$ cat config.mk
export PLATFORM = sky130hd
export DESIGN_NAME = sram_tile_reader
export DESIGN_NICKNAME = d
export VERILOG_FILES = /design/src/rtl/sram_pkg.sv /design/src/rtl/sram_rd_fifo.sv /design/src/rtl/sram_tile_reader.sv
export SDC_FILE = /design/constraint.sdc
export NUM_CORES = 1
export LEC_CHECK = 0
export ABC_AREA = 1
export ABC_CLOCK_PERIOD_IN_PS = 11600
export BUFFER_PORTS_ARGS = -buffer_cell sky130_fd_sc_hd__buf_4
export CAP_MARGIN = 20
export CORE_MARGIN = 8
export CORE_UTILIZATION = 45
export CTS_CLUSTER_DIAMETER = 80
export CTS_CLUSTER_SIZE = 10
export DETAILED_ROUTE_END_ITERATION = 8
export SLEW_MARGIN = 20
export SYNTH_ARGS = -nofsm -noshare
export SYNTH_HDL_FRONTEND = slang
export SYNTH_HIERARCHICAL = 1
export SYNTH_SLANG_ARGS = --single-unit
$ cat constraint.sdc
create_clock -name clk -period 11.6 [get_ports clk]
set_clock_uncertainty 0.15 [all_clocks]
set_input_delay 3.48 -clock clk [delete_from_list [all_inputs] [get_ports clk]]
set_output_delay 3.48 -clock clk [all_outputs]
set_load 0.02 [all_outputs]
$ cat src/rtl/sram_pkg.sv
// Shared constants and reader state encoding for the SRAM tile read path.
package sram_pkg;

  localparam int unsigned ADDR_WIDTH = 12;
  localparam int unsigned DATA_WIDTH = 8;
  localparam int unsigned LENGTH     = 16;
  localparam int unsigned ROW_WIDTH  = DATA_WIDTH * LENGTH;
  localparam int unsigned FIFO_DEPTH = 4;

  typedef enum logic [1:0] {
    IDLE  = 2'd0,
    ISSUE = 2'd1,
    DRAIN = 2'd2
  } rd_state_e;

endpackage

$ cat src/rtl/sram_rd_fifo.sv
// Four-entry synchronous FIFO with a show-ahead head; each entry carries a row
// and its end-of-transfer flag.
module sram_rd_fifo
  import sram_pkg::*;
(
  input  logic                 clk,
  input  logic                 rst,
  input  logic                 wr_en,
  input  logic [ROW_WIDTH-1:0] wr_data,
  input  logic                 wr_last,
  input  logic                 rd_en,
  output logic [ROW_WIDTH-1:0] rd_data,
  output logic                 rd_last,
  output logic                 empty,
  output logic [2:0]           count
);

  logic [ROW_WIDTH-1:0] mem_q [FIFO_DEPTH];
  logic                 last_q [FIFO_DEPTH];
  logic [1:0]           wr_ptr_q;
  logic [1:0]           rd_ptr_q;
  logic [2:0]           count_q;

  // Storage is not reset; the head is masked while empty instead.
  always_ff @(posedge clk) begin
    if (wr_en) begin
      mem_q[wr_ptr_q]  <= wr_data;
      last_q[wr_ptr_q] <= wr_last;
    end
  end

  always_ff @(posedge clk) begin
    if (rst) begin
      wr_ptr_q <= 2'd0;
      rd_ptr_q <= 2'd0;
      count_q  <= 3'd0;
    end else begin
      if (wr_en) wr_ptr_q <= wr_ptr_q + 2'd1;
      if (rd_en) rd_ptr_q <= rd_ptr_q + 2'd1;
      case ({wr_en, rd_en})
        2'b10:   count_q <= count_q + 3'd1;
        2'b01:   count_q <= count_q - 3'd1;
        default: count_q <= count_q;
      endcase
    end
  end

  assign empty   = (count_q == 3'd0);
  assign count   = count_q;
  assign rd_data = empty ? '0 : mem_q[rd_ptr_q];
  assign rd_last = !empty && last_q[rd_ptr_q];

endmodule

$ cat src/rtl/sram_tile_reader.sv
// Streams a run of consecutive SRAM rows onto a valid/ready interface, hiding
// the SRAM's read latency behind a credit-limited four-entry FIFO.
module sram_tile_reader
  import sram_pkg::*;
(
  input  logic                  clk,
  input  logic                  rst,
  input  logic                  start,
  input  logic [ADDR_WIDTH-1:0] base_addr,
  input  logic [ADDR_WIDTH:0]   num_rows,
  output logic                  busy,
  output logic                  done,
  output logic [ADDR_WIDTH-1:0] raddr,
  input  logic [ROW_WIDTH-1:0]  rdata,
  output logic                  m_valid,
  input  logic                  m_ready,
  output logic [ROW_WIDTH-1:0]  m_data,
  output logic                  m_last
);

  rd_state_e             state_q;
  logic [ADDR_WIDTH-1:0] raddr_q;
  logic [ADDR_WIDTH:0]   nrows_q;
  logic [ADDR_WIDTH:0]   issued_q;
  logic                  pend1_q, pend2_q;
  logic                  last1_q, last2_q;
  logic [1:0]            inflight_q;
  logic                  busy_q, done_q;

  logic [2:0]            fifo_count;
  logic                  fifo_empty;
  logic                  pop;
  logic [3:0]            occupancy;
  logic                  credit_ok;
  logic                  issue_d;
  logic [ADDR_WIDTH:0]   issued_inc;
  logic                  last_issue;

  assign pop        = m_valid && m_ready;
  assign occupancy  = {1'b0, fifo_count} + {2'b00, inflight_q};
  assign credit_ok  = (occupancy < 4'(FIFO_DEPTH));
  assign issued_inc = issued_q + {{ADDR_WIDTH{1'b0}}, 1'b1};
  assign last_issue = (issued_inc == nrows_q);
  assign issue_d    = ((state_q == IDLE) && start && (num_rows != '0)) ||
                      ((state_q == ISSUE) && credit_ok);

  always_ff @(posedge clk) begin
    if (rst) begin
      state_q    <= IDLE;
      raddr_q    <= '0;
      nrows_q    <= '0;
      issued_q   <= '0;
      pend1_q    <= 1'b0;
      pend2_q    <= 1'b0;
      last1_q    <= 1'b0;
      last2_q    <= 1'b0;
      inflight_q <= 2'd0;
      busy_q     <= 1'b0;
      done_q     <= 1'b0;
    end else begin
      // Two-stage read pipeline: address cycle, then SRAM output cycle.
      pend1_q    <= 1'b0;
      last1_q    <= 1'b0;
      pend2_q    <= pend1_q;
      last2_q    <= last1_q;
      inflight_q <= inflight_q + {1'b0, issue_d} - {1'b0, pend2_q};
      case (state_q)
        IDLE: begin
          if (start) begin
            nrows_q <= num_rows;
            busy_q  <= 1'b1;
            if (num_rows == '0) begin
              state_q <= DRAIN;
              done_q  <= 1'b1;
            end else begin
              raddr_q  <= base_addr;
              pend1_q  <= 1'b1;
              last1_q  <= (num_rows == {{ADDR_WIDTH{1'b0}}, 1'b1});
              issued_q <= {{ADDR_WIDTH{1'b0}}, 1'b1};
              state_q  <= (num_rows == {{ADDR_WIDTH{1'b0}}, 1'b1}) ? DRAIN : ISSUE;
            end
          end
        end
        ISSUE: begin
          if (credit_ok) begin
            raddr_q  <= raddr_q + {{(ADDR_WIDTH-1){1'b0}}, 1'b1};
            pend1_q  <= 1'b1;
            last1_q  <= last_issue;
            issued_q <= issued_inc;
            if (last_issue) state_q <= DRAIN;
          end
        end
        DRAIN: begin
          if (done_q) begin
            done_q  <= 1'b0;
            busy_q  <= 1'b0;
            state_q <= IDLE;
          end else if (pop && (fifo_count == 3'd1) && (inflight_q == 2'd0)) begin
            done_q <= 1'b1;
          end
        end
        default: state_q <= IDLE;
      endcase
    end
  end

  sram_rd_fifo u_fifo (
    .clk     (clk),
    .rst     (rst),
    .wr_en   (pend2_q),
    .wr_data (rdata),
    .wr_last (last2_q),
    .rd_en   (pop),
    .rd_data (m_data),
    .rd_last (m_last),
    .empty   (fifo_empty),
    .count   (fifo_count)
  );

  assign m_valid = !fifo_empty;
  assign busy    = busy_q;
  assign done    = done_q;
  assign raddr   = raddr_q;

endmodule
# ---- Word-level counts from Yosys, hierarchy flattened
# Memories as Yosys holds them, arrays and structs flattened. A register that Yosys moved wholly into a read port is not among the register bits.
# Index checks and enable logic that the tools add are counted.
dict set report totals {
  mem_bits_ro 0
  inputBits 157
  register_bits 55
  n_memories 2
  latchBits 0
  output_inout_bits 144
  word_cells 100
  ramBits 516
}
# name words width rd rd_clocked_by_memory_dff wr line_no
set memory_table {}
lappend memory_table {u_fifo.mem_q 4 128 1 1 1 sram_rd_fifo.sv:18} ;# logic [ROW_WIDTH-1:0] mem_q [FIFO_DEPTH];
lappend memory_table {u_fifo.last_q 4 1 1 1 1 sram_rd_fifo.sv:19} ;# logic last_q [FIFO_DEPTH];
dict set report op_classes {
  shift 0
  order_cmp 1
  n_mux 39
  multipliers 0
  n_addsub 9
  div 0
  bitwise 0
  n_eq_ne 13
  reduce_logical 22
}
# cell n
set ops {}
lappend ops {{$mux W128} 1}
lappend ops {{$mux W13} 3}
lappend ops {{$mux W12} 3}
lappend ops {{$pmux W13 S2} 1}
lappend ops {{$pmux W12 S2} 1}
lappend ops {{$mux W2} 10}
lappend ops {{$mux W1} 14}
lappend ops {{$add A13 B1 Y13 const B} 1}
lappend ops {{$eq A13 B1 Y1 const B} 1}
lappend ops {{$eq A13 B13 Y1} 1}
lappend ops {{$logic_not A13 Y1} 1}
lappend ops {{$reduce_bool A13 Y1} 1}
lappend ops {{$add A12 B1 Y12 const B} 1}
lappend ops {{$ne A2 B2 Y1 const B} 5}
lappend ops {{$pmux W1 S2} 4}
lappend ops {{$reduce_and A4 Y1} 2}
lappend ops {{$logic_and A1 B1 Y1} 7}
lappend ops {{$pmux W2 S3} 1}
lappend ops {{$pmux W3 S2} 1}
lappend ops {{$reduce_and A3 Y1} 2}
lappend ops {{$reduce_bool A2 Y1} 3}
lappend ops {{$add A2 B1 Y2 const B} 2}
lappend ops {{$add A3 B2 Y4} 1}
lappend ops {{$eq A2 B1 Y1 const B} 2}
lappend ops {{13 further kinds} 15}

# ---- Logic depth before layout (Yosys ltp)
# Gate-level depths: netlist (run 1).
dict set report logic_depth {
  ltp_word 8
  ltp_mapped 16
  depth_no_buf 16
}

# ---- Cells and area by module
# The synthesis (run 1) kept the hierarchy.
# mod n_inst seq_area_each_um2 cells_each area_per_inst_um2
set modules_own_cells {}
lappend modules_own_cells {sram_rd_fifo 1 15675.0 1706 20691.1}
lappend modules_own_cells {sram_tile_reader 1 960.9 435 2824.0}

# ---- Least setup slack after synthesis (run 1)
# Ideal clock, no wire load.
dict set report synth_path {
  path_type {input port to flip-flop}
  from {input num_rows[2]}
  to {register inflight_q[1]}
  n_path_buf 1
  path_slack_ns 6.178
  required_time_ns 11.380
  path_stages 13
  setup_time_ns 0.070
  arrival_ns 5.203
  path_cell_list {or2_1 > nor4_1 > nand2_1 > nor2_2 > o21ai_2 > inv_2 > buf_6 > ha_1 > inv_1 > ha_1 > xor2_1 > o21ai_0 > a21oi_1}
}
dict set report synth_between {
  elab_chain_cells 5
}
# element line_no
set synth_lines {}
lappend synth_lines {{start: declaration} sram_tile_reader.sv:10} ;# input logic [ADDR_WIDTH:0] num_rows,
lappend synth_lines {{$reduce_bool A13 Y1} sram_tile_reader.sv:44} ;# assign issue_d = ((state_q == IDLE) && start && (num_rows != '0)) ||
lappend synth_lines {{$logic_and A1 B1 Y1} sram_tile_reader.sv:44}
lappend synth_lines {{$logic_or A1 B1 Y1} sram_tile_reader.sv:44}
lappend synth_lines {{$add A2 B1 Y2} sram_tile_reader.sv:66} ;# inflight_q <= inflight_q + {1'b0, issue_d} - {1'b0, pend2_q};
lappend synth_lines {{$sub A2 B1 Y2} sram_tile_reader.sv:66}
lappend synth_lines {{end signal: assignment} sram_tile_reader.sv:66}
lappend synth_lines {{end: declaration} sram_tile_reader.sv:27} ;# logic [1:0] inflight_q;
# No other way between the ends.
# A chain may end at the register's enable or synchronous reset.

==> results of run 1 <==
-- registers in the layout, summed over array words and instances (netlist names), 2 cells and up, named ones only --
name             flops
u_fifo/mem_q       512
issued_q            13
nrows_q             13
raddr               12
u_fifo/last_q        4
u_fifo/count         3
inflight_q           2
state_q              2
u_fifo/rd_ptr_q      2
u_fifo/wr_ptr_q      2
-- how the worst min path moves through the flow --
stage                 start       to  slack, ns  depth (start not counted)
finish              pend1_q  pend2_q       0.25                          2
floorplan           last1_q  last2_q       0.24                          2
global placement    pend1_q  pend2_q       0.24                          2
CTS                 pend1_q  pend2_q       0.25                          2
global route        pend1_q  pend2_q       0.27                          2
detailed placement  pend1_q  pend2_q       0.25                          2
-- metal layers --
metal	vias to the layer above	global-route usage	share of wire
met5	-	0	0.00070
met4	6	0.05188	0.017
met3	75	0.04502	0.060
met2	367	0.3020	0.49
met1	7518	0.2370	0.43
li1	7793	-	-
-- cells in the mapped netlist (4+ instances only) --
| master | number |
|---|---|
| ha_1 | 10 |
| buf_6 | 18 |
| nand2_1 | 639 |
| nor2_1 | 310 |
| a21oi_1 | 172 |
| buf_1 | 6 |
| o21ai_0 | 166 |
| clkbuf_1 | 49 |
| buf_2 | 38 |
| nor2_2 | 4 |
| inv_1 | 66 |
| edfxtp_1 | 516 |
| dfxtp_1 | 57 |
| xor2_1 | 5 |
| nand4_1 | 7 |
| a31oi_1 | 5 |
| nand3_1 | 31 |
-- power breakdown --
group	total, mW	internal [mW]	switching (mW)
logic	2.12	0.682	1.44
clock network	1.80	1.06	0.746
registers	2.51	2.41	0.0940
total	6.43	4.15	2.28
-- kinds of logic after synthesis --
| group | after synthesis | synth area share |
|---|---|---|
| AOI/OAI and AO/OA | 350 | 0.07566 |
| xor gates and xnor gates | 7 | 0.002607 |
| adders and majority gates | 11 | 0.006172 |
| buffers and inverters | 182 | 0.03756 |
| DFF | 573 | 0.7075 |
| and+or+nand+nor | 1018 | 0.1705 |
-- layout make-up --
type | count | area share
inverters | 70 | 0.01067
repair buffers | 311 | 0.08376
multi-input cells | 1386 | 0.2150
flip-flops and latches | 573 | 0.5960
clock inverters | 3 | 0.0009411
well taps | 680 | 0.03047
diodes | 2 | 0.0001793
clock buffers | 78 | 0.06305
-- tightest hold or removal path, cell delays in order (launching register included) --
cell and delay (ns):
dfxtp_1 0.29, inv_1 0.04, nor2_1 0.03
-- layout by cell type (no fill, tap or decap), types with 2 or more instances in the layout --
master     instances
edfxtp_1         516
nand2_2            3
or2_2              3
o21ai_0          166
nor2_2             4
xnor2_1            2
inv_1             62
dfxtp_1           56
clkbuf_1           9
nand3_1           31
a21oi_1          172
nor2_1           310
clkbuf_16         69
nor2_4             2
o21ai_2            2
nor3_1             3
buf_4            310
ha_1              10
diode_2            2
inv_2              2
nand3b_1           2
xor2_1             5
inv_6              7
nand2_4            2
nand2_1          639
a31oi_1            5
o211ai_1           2
nor4_1             2
inv_8              2
nand4_1            7
==> key figures, run 1 <==
Outcome
  – Status: completed

STA
  – Final hold slack: 0.2530 ns
  – Setup TNS Final: 0 ns
  – Min Clock Period, post-route: 7.271 ns
  – Final Hold Viols: 0
  – Slew HR: 0.2716
  – Fin. max-slew vios: 0
  – Measured slew at the worst slew-check pin: 1.093 ns
  – Final Cycle Share: 0.6268
  – Finish-stage setup viols: 0
  – Max Freq: 137.5 MHz
  – Setup ws final: 4.329 ns
  – RSZ-0062 raised after global routing: no

Detailed routing
  – Routed Wire Length: 55990 µm
  – 1st-pass router iterations: 7
  – Vias: 15759
  – Residual DRC: 0
  – Avg WL per Cell: 18.05 µm
  – Initial drt markers: 1286
  – Number of nets with antenna violations after routing: 0
  – Via density: 5.079

Synthesis
  – Post-Syn Instances: 2141
  – Flops & latches, synth: 573
  – Avg Inst Size Synth: 10.98 µm²
  – Main synth FF type: edfxtp_1
  – EDFF count, synth: 516
  – Post-synth ARST share: 0
  – Yosys warns: 6
  – Synth Cell Area: 23520 µm²
  – Yosys top cell area share: 0.6589
  – Biggest area consumer among synthesized cells: edfxtp_1
  – Sequential share of the synthesized area: 0.7075
  – Mapped Nets: 2309
  – Top cells by area, synth: edfxtp_1, nand2_1, nor2_1
  – Unique masters post-synth: 44

Setup path
  – WP data required: 7.97 ns
  – Crit path kind: flop to output port
  – Worst-path maximum fanout: 75
  – Startpoint types: flop
  – Top cell by count, worst path: buf_4
  – Setup slack on the worst flop-to-flop path: 7.91 ns
  – Critical path cell sequence: buf_4 > buf_4 > nor2_1 > nor2_1 > o21ai_0 > a21oi_1 > buf_4
  – Reg-to-reg endpoint: inflight_q[1]
  – Worst path depth: 7
  – R2R cell count: 13
  – Worst path buffer plus inverter count: 3
  – Worst Path Arrival: 3.64 ns
  – Family with the most delay on the worst path: buffers and inverters
  – Worst R2R Start: state_q[0]
  – Critical Path End Type: output port
  – Crit-path max cell delay: 0.74 ns
  – Max stage delay cell, worst path: buf_4
  – Worst Setup EP: m_data[18]

Hold path
  – Hold Crit Class: flop to flop

Placement
  – Post-DP HPWL: 31910 µm
  – Total placed cells including tap cells: 3020
  – # port buffers: 300
  – Placed Area: 26120 µm²
  – Dpl ws: 4.729 ns
  – RD Place Congestion: 0.8367

Die
  – Initial Utilization: 0.4565
  – Core area: 51510 µm²
  – Die Wd: 244.6 µm
  – Row count: 83
  – Die Area: 59830 µm²
  – # IOs: 301
  – Die Y: 244.6 µm

Clocking
  – Reg clk slew, reported paths: 0.06 ns
  – CTS H-tree depth: 3
  – Worst-Skew Late Latency: 0.58 ns
  – CTS tree: done
  – CTS Buf Count: 67
  – Post-CTS Setup Bufs: 0
  – Cts hold-fix bufs: 0
  – Clock Sinks: 573
  – Root buffer cell: clkbuf_16
  – CTS max path bufs: 3
  – Cts repair resizes: 0

Power
  – Design Power: 6.432 mW
  – Leak: 10.92 nW
  – Max VDD drop: 0.1551 mV
  – Power per cell area: 230.4 nW/µm²

Finish
  – Fillers: 4463
  – Final cell count without fillers: 3103
  – Total Nets Final: 2577
  – Area of the multi-input gates: 6002 µm²
  – Share of layout cells above drive strength 1: 0.1710
  – P&R area growth vs syn: 18.73%
  – Design Area, Final: 27920 µm²
  – Layout Utilization: 0.5420
  – Seq. cell area: 16640 µm²

Global route
  – Overflow left after global routing: 0
  – First-pass GRT wire length: 86730 µm
  – Vias in the first global route: 15466
  – Largest net degree at the start of global routing: 172
  – Initial antenna violation count: 5
  – All-Layer GR Usage: 0.1823

Flow run
  – Max_cap viols: 0
No activity file was read; power rests on OpenSTA's default activity.
==> run 2, diff against run 1 <==
--- a/config.mk
+++ b/config.mk
@@ -6,7 +6,7 @@
 export NUM_CORES = 1
 export LEC_CHECK = 0
 export ABC_AREA = 1
-export ABC_CLOCK_PERIOD_IN_PS = 11600
+export ABC_CLOCK_PERIOD_IN_PS = 5900
 export BUFFER_PORTS_ARGS = -buffer_cell sky130_fd_sc_hd__buf_4
 export CAP_MARGIN = 20
 export CORE_MARGIN = 8
@@ -14,6 +14,7 @@
 export CTS_CLUSTER_DIAMETER = 80
 export CTS_CLUSTER_SIZE = 10
 export DETAILED_ROUTE_END_ITERATION = 8
+export PLACE_DENSITY = 0.67
 export SLEW_MARGIN = 20
 export SYNTH_ARGS = -nofsm -noshare
 export SYNTH_HDL_FRONTEND = slang
==> constraint.sdc (replaced) <==
create_clock -name clk -period 5.9 [get_ports clk]
set_clock_uncertainty 0.15 [all_clocks]
set_input_delay 1.77 -clock clk [delete_from_list [all_inputs] [get_ports clk]]
set_output_delay 1.77 -clock clk [all_outputs]
set_load 0.02 [all_outputs]
==> run 2 against run 1 <==
Hold slack barely moved. Total power rose by 97%. Critical path depth did not move. Die area stayed put. Largest power group unchanged. Sequential share of layout area down 0.17 points. First-iteration DRC count is 19% lower. Global-route usage rose by 0.20 points.
==> key figures, run 2 (same netlist as run 1, synthesis figures left out) <==
Die
  – Row count: 83 (unchanged)
  – Die Y: 244.6 µm (unchanged)
  – Core area: 51510 µm² (unchanged)
  – Die Wd: 244.6 µm (unchanged)
  – Die Area: 59830 µm² (unchanged)
  – Initial Utilization: 0.4565 (unchanged)
  – # IOs: 301 (unchanged)

Detailed routing
  – Routed Wire Length: 56630 µm (+1.1%)
  – 1st-pass router iterations: 5 (-2)
  – Residual DRC: 0 (unchanged)
  – Number of nets with antenna violations after routing: 0 (unchanged)
  – Vias: 16015 (+1.6%)
  – Avg WL per Cell: 18.20 µm (+0.85%)
  – Initial drt markers: 1043 (-19%)
  – Via density: 5.146 (+1.3%)

Setup path
  – Family with the most delay on the worst path: buffers and inverters
  – Critical path cell sequence: inv_6 > buf_12 > nand2_1 > nand2_1 > nand2_1 > a21oi_1 > buf_4
  – Worst Path Arrival: 2.99 ns (-0.65 ns)
  – WP data required: 3.98 ns (-3.99 ns)
  – Crit-path max cell delay: 0.56 ns (-0.18 ns)
  – Worst-path maximum fanout: 96 (+28%)
  – Startpoint types: flop
  – Worst path buffer plus inverter count: 3 (unchanged)
  – Critical Path End Type: output port
  – Crit path kind: flop to output port
  – Max stage delay cell, worst path: inv_6
  – Top cell by count, worst path: nand2_1

Clocking
  – Worst-Skew Late Latency: 0.59 ns (about the same)
  – CTS Buf Count: 67 (unchanged)
  – CTS max path bufs: 3 (unchanged)
  – Post-CTS Setup Bufs: 0 (unchanged)
  – Cts repair resizes: 0 (unchanged)
  – CTS H-tree depth: 3 (unchanged)
  – Cts hold-fix bufs: 0 (unchanged)
  – Root buffer cell: clkbuf_16
  – CTS tree: done
  – Reg clk slew, reported paths: 0.05 ns (about the same)
  – Clock Sinks: 573 (unchanged)

Finish
  – Total Nets Final: 2580 (+0.12%)
  – Layout Utilization: 0.5436 (+0.001531)
  – Reg with most FFs: u_fifo/mem_q
  – Final cell count without fillers: 3112 (+0.29%)
  – Share of layout cells above drive strength 1: 0.1730 (+0.001978)
  – Design Area, Final: 28000 µm² (+0.28%)
  – Largest regs: u_fifo/mem_q (512), issued_q (13), nrows_q (13)
  – Commonest cells after routing, fill and taps aside: nand2_1, edfxtp_1, nor2_1, buf_4, a21oi_1
  – P&R area growth vs syn: 19.07%
  – Most common library cell in the layout ignoring fill and taps: nand2_1
  – Largest register FFs: 512 (unchanged)

Power
  – Clock power frac: 0.278 (-0.002)
  – Sequential power share: 0.389 (about the same)
  – Net Switching: 4.535 mW (+99%)
  – Sw Share: 0.3573 (+0.002732)
  – Leak: 10.95 nW (+0.32%)
  – Combinational power share: 0.333 (+0.003)
  – Power per cell area: 453.3 nW/µm² (+97%)
  – Design Power: 12.69 mW (+97%)
  – Max VDD drop: 0.3188 mV (+110%)
  – Internal power: 8.156 mW (+96%)

STA
  – Finish-stage setup viols: 0 (unchanged)
  – Fin. max-slew vios: 0 (unchanged)
  – Final Cycle Share: 0.8324
  – Slew HR: 0.2842 (+0.01260)
  – Min Clock Period, post-route: 4.911 ns
  – Setup TNS Final: 0 ns (unchanged)
  – Measured slew at the worst slew-check pin: 1.074 ns (-0.01890 ns)
  – Final Hold Viols: 0 (unchanged)
  – RSZ-0062 raised after global routing: no
  – Setup ws final: 0.9891 ns (-3.340 ns)
  – Final hold slack: 0.2532 ns (+0.0001660 ns)
  – Max Freq: 203.6 MHz

Placement
  – Dpl ws: 1.391 ns (-3.338 ns)
  – Placed Area: 26200 µm² (+0.28%)
  – Post-DP HPWL: 32570 µm (+2.1%)
  – RD Place Congestion: 0.8150 (-2.6%)
  – Total placed cells including tap cells: 3023 (+0.099%)
  – # port buffers: 300 (unchanged)

Global route
  – Overflow left after global routing: 0 (unchanged)
  – Initial antenna violation count: 6 (+1)
  – Vias in the first global route: 15809 (+2.2%)
  – Largest net degree at the start of global routing: 162 (-5.8%)
  – All-Layer GR Usage: 0.1844 (+0.002037)
  – First-pass GRT wire length: 87440 µm (+0.82%)

Outcome
  – Status: completed

Hold path
  – Hold Crit Class: flop to flop

Flow run
  – Max_cap viols: 0 (unchanged)
## run 2: power groups by stage
stage | sequential, mW | clock (mW) | combinational [mW]
global route | 4.97 | 3.76 | 4.64
global placement | 5.01 | 0 | 4.22
CTS | 4.94 | 3.62 | 4.29
floorplan | 5.00 | 0 | 2.64
finish | 4.94 | 3.53 | 4.23
detailed placement | 5.02 | 0 | 4.27
## run 2: layer usage
| metal | GRT usage | share of wire |
|---|---|---|
| met4 | 0.06449 | 0.028 |
| met2 | 0.3062 | 0.49 |
| met5 | 0 | 0.00048 |
| met3 | 0.04829 | 0.067 |
| met1 | 0.2322 | 0.42 |
## run 2: final timing paths
check / cells past startpoint / startpoint / to / slack [ns]
setup / recovery: 7 / flop / m_data[19] / 0.99
hold / removal: 2 / pend1_q / pend2_q / 0.25
setup reg to reg: 13 / state_q[0] / inflight_q[1] / 2.14
hold reg to reg: 2 / pend1_q / pend2_q / 0.25
## run 2: cell type report
| class | count | area (µm²) |
|---|---|---|
| flip-flops and latches | 573 | 16640 |
| clock inverters | 8 | 77.57 |
| repair buffers | 314 | 2407 |
| diodes | 4 | 10.01 |
| clock buffers | 77 | 1714 |
| inverters | 70 | 297.8 |
| well taps | 680 | 850.8 |
| fillers | 4419 | 23510 |
| multi-input cells | 1386 | 6002 |
## run 2: worst register-to-register path, cell delays in order, from the launching register on
cell     delay [ns]
dfxtp_1        0.36
inv_1          0.08
nor2_4         0.35
inv_1          0.36
nor2_2         0.58
inv_1          0.14
o21ai_2        0.29
inv_2          0.35
ha_1           0.38
inv_1          0.04
ha_1           0.17
xor2_1         0.18
o21ai_0        0.09
a21oi_1        0.15
==> run 3, diff against run 2 <==
--- a/config.mk
+++ b/config.mk
@@ -5,8 +5,8 @@
 export SDC_FILE = /design/constraint.sdc
 export NUM_CORES = 1
 export LEC_CHECK = 0
-export ABC_AREA = 1
-export ABC_CLOCK_PERIOD_IN_PS = 5900
+export ABC_AREA = 0
+export ABC_CLOCK_PERIOD_IN_PS = 4800
 export BUFFER_PORTS_ARGS = -buffer_cell sky130_fd_sc_hd__buf_4
 export CAP_MARGIN = 20
 export CORE_MARGIN = 8
@@ -14,7 +14,6 @@
 export CTS_CLUSTER_DIAMETER = 80
 export CTS_CLUSTER_SIZE = 10
 export DETAILED_ROUTE_END_ITERATION = 8
-export PLACE_DENSITY = 0.67
 export SLEW_MARGIN = 20
 export SYNTH_ARGS = -nofsm -noshare
 export SYNTH_HDL_FRONTEND = slang
==> constraint.sdc (replaced) <==
create_clock -name clk -period 4.8 [get_ports clk]
set_clock_uncertainty 0.15 [all_clocks]
set_input_delay 1.44 -clock clk [delete_from_list [all_inputs] [get_ports clk]]
set_output_delay 1.44 -clock clk [all_outputs]
set_load 0.02 [all_outputs]
==> run 3 against run 2 <==
Global-route usage down 1.1 points. Total power up 11%. Sequential power up 15%. Routed wire length down 11%. Worst setup slack worse by 0.19 ns. Sequential cell count unchanged. Count of clock-buffer cells in the layout up 7. Sequential share of layout area up 1.2 points. Combinational power down 5.2%. Critical endpoint is now m_data[75]. Largest cell class unchanged. Largest power group unchanged.
==> key figures, run 3 <==
Outcome
  – Status: completed

Flow run
  – Max_cap viols: 0 (unchanged)

STA
  – Finish-stage setup viols: 0 (unchanged)
  – Setup TNS Final: 0 ns (unchanged)
  – Slew HR: 0.3960 (+0.1118)
  – Measured slew at the worst slew-check pin: 0.9060 ns (-0.1678 ns)
  – Fin. max-slew vios: 0 (unchanged)
  – Final Cycle Share: 0.8334
  – Setup ws final: 0.7996 ns (-0.1895 ns)
  – Max Freq: 250.0 MHz
  – RSZ-0062 raised after global routing: no
  – Final Hold Viols: 0 (unchanged)
  – Min Clock Period, post-route: 4.000 ns

Synthesis
  – Post-synth ARST share: 0 (unchanged)
  – Yosys warns: 6 (unchanged)
  – Main synth FF type: edfxtp_1
  – Flops & latches, synth: 573 (unchanged)
  – Unique masters post-synth: 57 (+30%)
  – Avg Inst Size Synth: 18.56 µm² (+69%)
  – Mapped Nets: 1386 (-40%)
  – Sequential share of the synthesized area: 0.7359 (+0.02847)
  – Biggest area consumer among synthesized cells: edfxtp_1
  – EDFF count, synth: 516 (unchanged)
  – Synth Cell Area: 22610 µm² (-3.9%)
  – Post-Syn Instances: 1218 (-43%)
  – Top cells by area, synth: edfxtp_1, mux4_2, dfxtp_1
  – Yosys top cell area share: 0.6854 (+0.02651)
  – Most frequent cells after synthesis: edfxtp_1, nor2b_1, mux4_2
  – Count leader, synth: edfxtp_1

Clocking
  – CTS Buf Count: 67 (unchanged)
  – Root buffer cell: clkbuf_16
  – CTS H-tree depth: 3 (unchanged)
  – CTS max path bufs: 3 (unchanged)
  – Clock Sinks: 573 (unchanged)
  – CTS tree: done
  – Worst-Skew Late Latency: 0.57 ns (-0.02 ns)
  – Post-CTS Setup Bufs: 0 (unchanged)
  – Cts repair resizes: 0 (unchanged)
  – Reg clk slew, reported paths: 0.06 ns (about the same)
  – Cts hold-fix bufs: 0 (unchanged)

Setup path
  – Crit-path max cell delay: 0.59 ns (+0.03 ns)
  – Max stage delay cell, worst path: mux4_2
  – Worst-path maximum fanout: 66 (-31%)
  – Critical Path End Type: output port
  – Startpoint types: flop
  – Worst Path Arrival: 2.41 ns (-0.58 ns)
  – Crit path kind: flop to output port
  – Critical path cell sequence: buf_12 > mux4_2 > nor2b_1 > buf_4
  – WP data required: 3.21 ns (-0.77 ns)

Finish
  – Total Nets Final: 1711 (-34%)
  – Fillers: 4031 (-8.8%)
  – Commonest cells after routing, fill and taps aside: edfxtp_1, buf_4, nor2b_1
  – Share of layout cells above drive strength 1: 0.3421 (+0.1691)
  – Largest regs: u_fifo/mem_q (512), issued_q (13), nrows_q (13)
  – Most common library cell in the layout ignoring fill and taps: edfxtp_1
  – Largest register FFs: 512 (unchanged)
  – Reg with most FFs: u_fifo/mem_q
  – P&R area growth vs syn: 21.43%

Global route
  – Initial antenna violation count: 9 (+3)
  – Largest net degree at the start of global routing: 96 (-41%)
  – Vias in the first global route: 12595 (-20%)
  – Overflow left after global routing: 0 (unchanged)
  – First-pass GRT wire length: 76070 µm (-13%)
  – All-Layer GR Usage: 0.1732 (-0.01115)

Placement
  – Dpl ws: 0.9939 ns (-0.3968 ns)
  – # port buffers: 300 (unchanged)
  – Post-DP HPWL: 30890 µm (-5.1%)
  – RD Place Congestion: 0.8243 (+1.1%)

Power
  – Leak: 9.233 nW (-16%)
  – Power per cell area: 511.7 nW/µm² (+13%)
  – Max VDD drop: 0.2296 mV (-28%)

Hold path
  – Hold Crit Class: flop to flop

Detailed routing
  – Number of nets with antenna violations after routing: 0 (unchanged)
  – Routed Wire Length: 50220 µm (-11%)
  – Initial drt markers: 611 (-41%)
  – Avg WL per Cell: 22.46 µm (+23%)
  – Via density: 5.326 (+3.5%)
  – Vias: 11909 (-26%)
  – Residual DRC: 0 (unchanged)
  – 1st-pass router iterations: 4 (-1)

Die
  – Core area: 49860 µm² (-3.2%)
  – # IOs: 301 (unchanged)
  – Die Y: 240.1 µm (-1.8%)
  – Initial Utilization: 0.4534 (-0.003167)
  – Die Area: 57660 µm² (-3.6%)
  – Die Wd: 240.1 µm (-1.8%)
  – Row count: 82 (-1.2%)
run 3: layout make-up:
cell class,count,area [µm²],share of cell area
diodes,3,7.507,0.0002735
flip-flops and latches,573,16640,0.6063
inverters,14,52.55,0.001914
clock inverters,3,26.28,0.0009572
multi-input cells,567,5557,0.2024
repair buffers,320,2540,0.09253
clock buffers,84,1783,0.06495
well taps,672,840.8,0.03063
run 3: worst paths after layout:
kind / start / endpoint / slack, ns / depth (start not counted)
worst max register to register: u_fifo/count[1] / inflight_q[1] / 1.61 / 11
worst min register to register: pend1_q / pend2_q / 0.28 / 1
worst min-delay path: pend1_q / pend2_q / 0.28 / 1
worst max-delay path: flop / m_data[75] / 0.80 / 4
run 3: power breakdown:
group	switching (mW)	internal (mW)	total (mW)
Sequential	0.0930	5.57	5.67
Clock	1.79	2.57	4.37
Combinational	2.25	1.77	4.01
run 3: metal layers:
metal / routed length, µm / global-route usage
met1: 21070 / 0.2252
met5: 69 / 0
met4: 862 / 0.05110
met2: 24730 / 0.2836
met3: 3491 / 0.04825
run 3: through the flow:
step	total power, mW	instance area, µm²	hold WS [ns]	utilization	std cells
after global routing	14.69	27450	0.3066	0.5504	2234
final	14.05	27450	0.2844	0.5505	2236
after floorplan	8.208	22610	0.2638	-	1218
after CTS	14.30	27440	0.2889	0.5504	2233
after detailed placement	9.896	25630	0.2834	0.5141	2146
after global placement	9.886	25630	0.2678	0.5141	2146
run 3: kinds of logic after synthesis:
family,Yosys count,synth area share
DFF,573,0.7359
and+or+nand+nor,300,0.07295
muxes,132,0.1299
AOI/OAI and AO/OA,100,0.02657
buffers and inverters,78,0.01898
xor gates and xnor gates,24,0.009299
adders and majority gates,11,0.006421
run 3: critical path: cells and delay by family, from the launching register on:
kind / cells / cell delay, ns
flip-flops: 1 / 0.39
multiplexers: 1 / 0.59
buffers and inverters: 2 / 0.59
AND/OR/NAND/NOR: 1 / 0.17
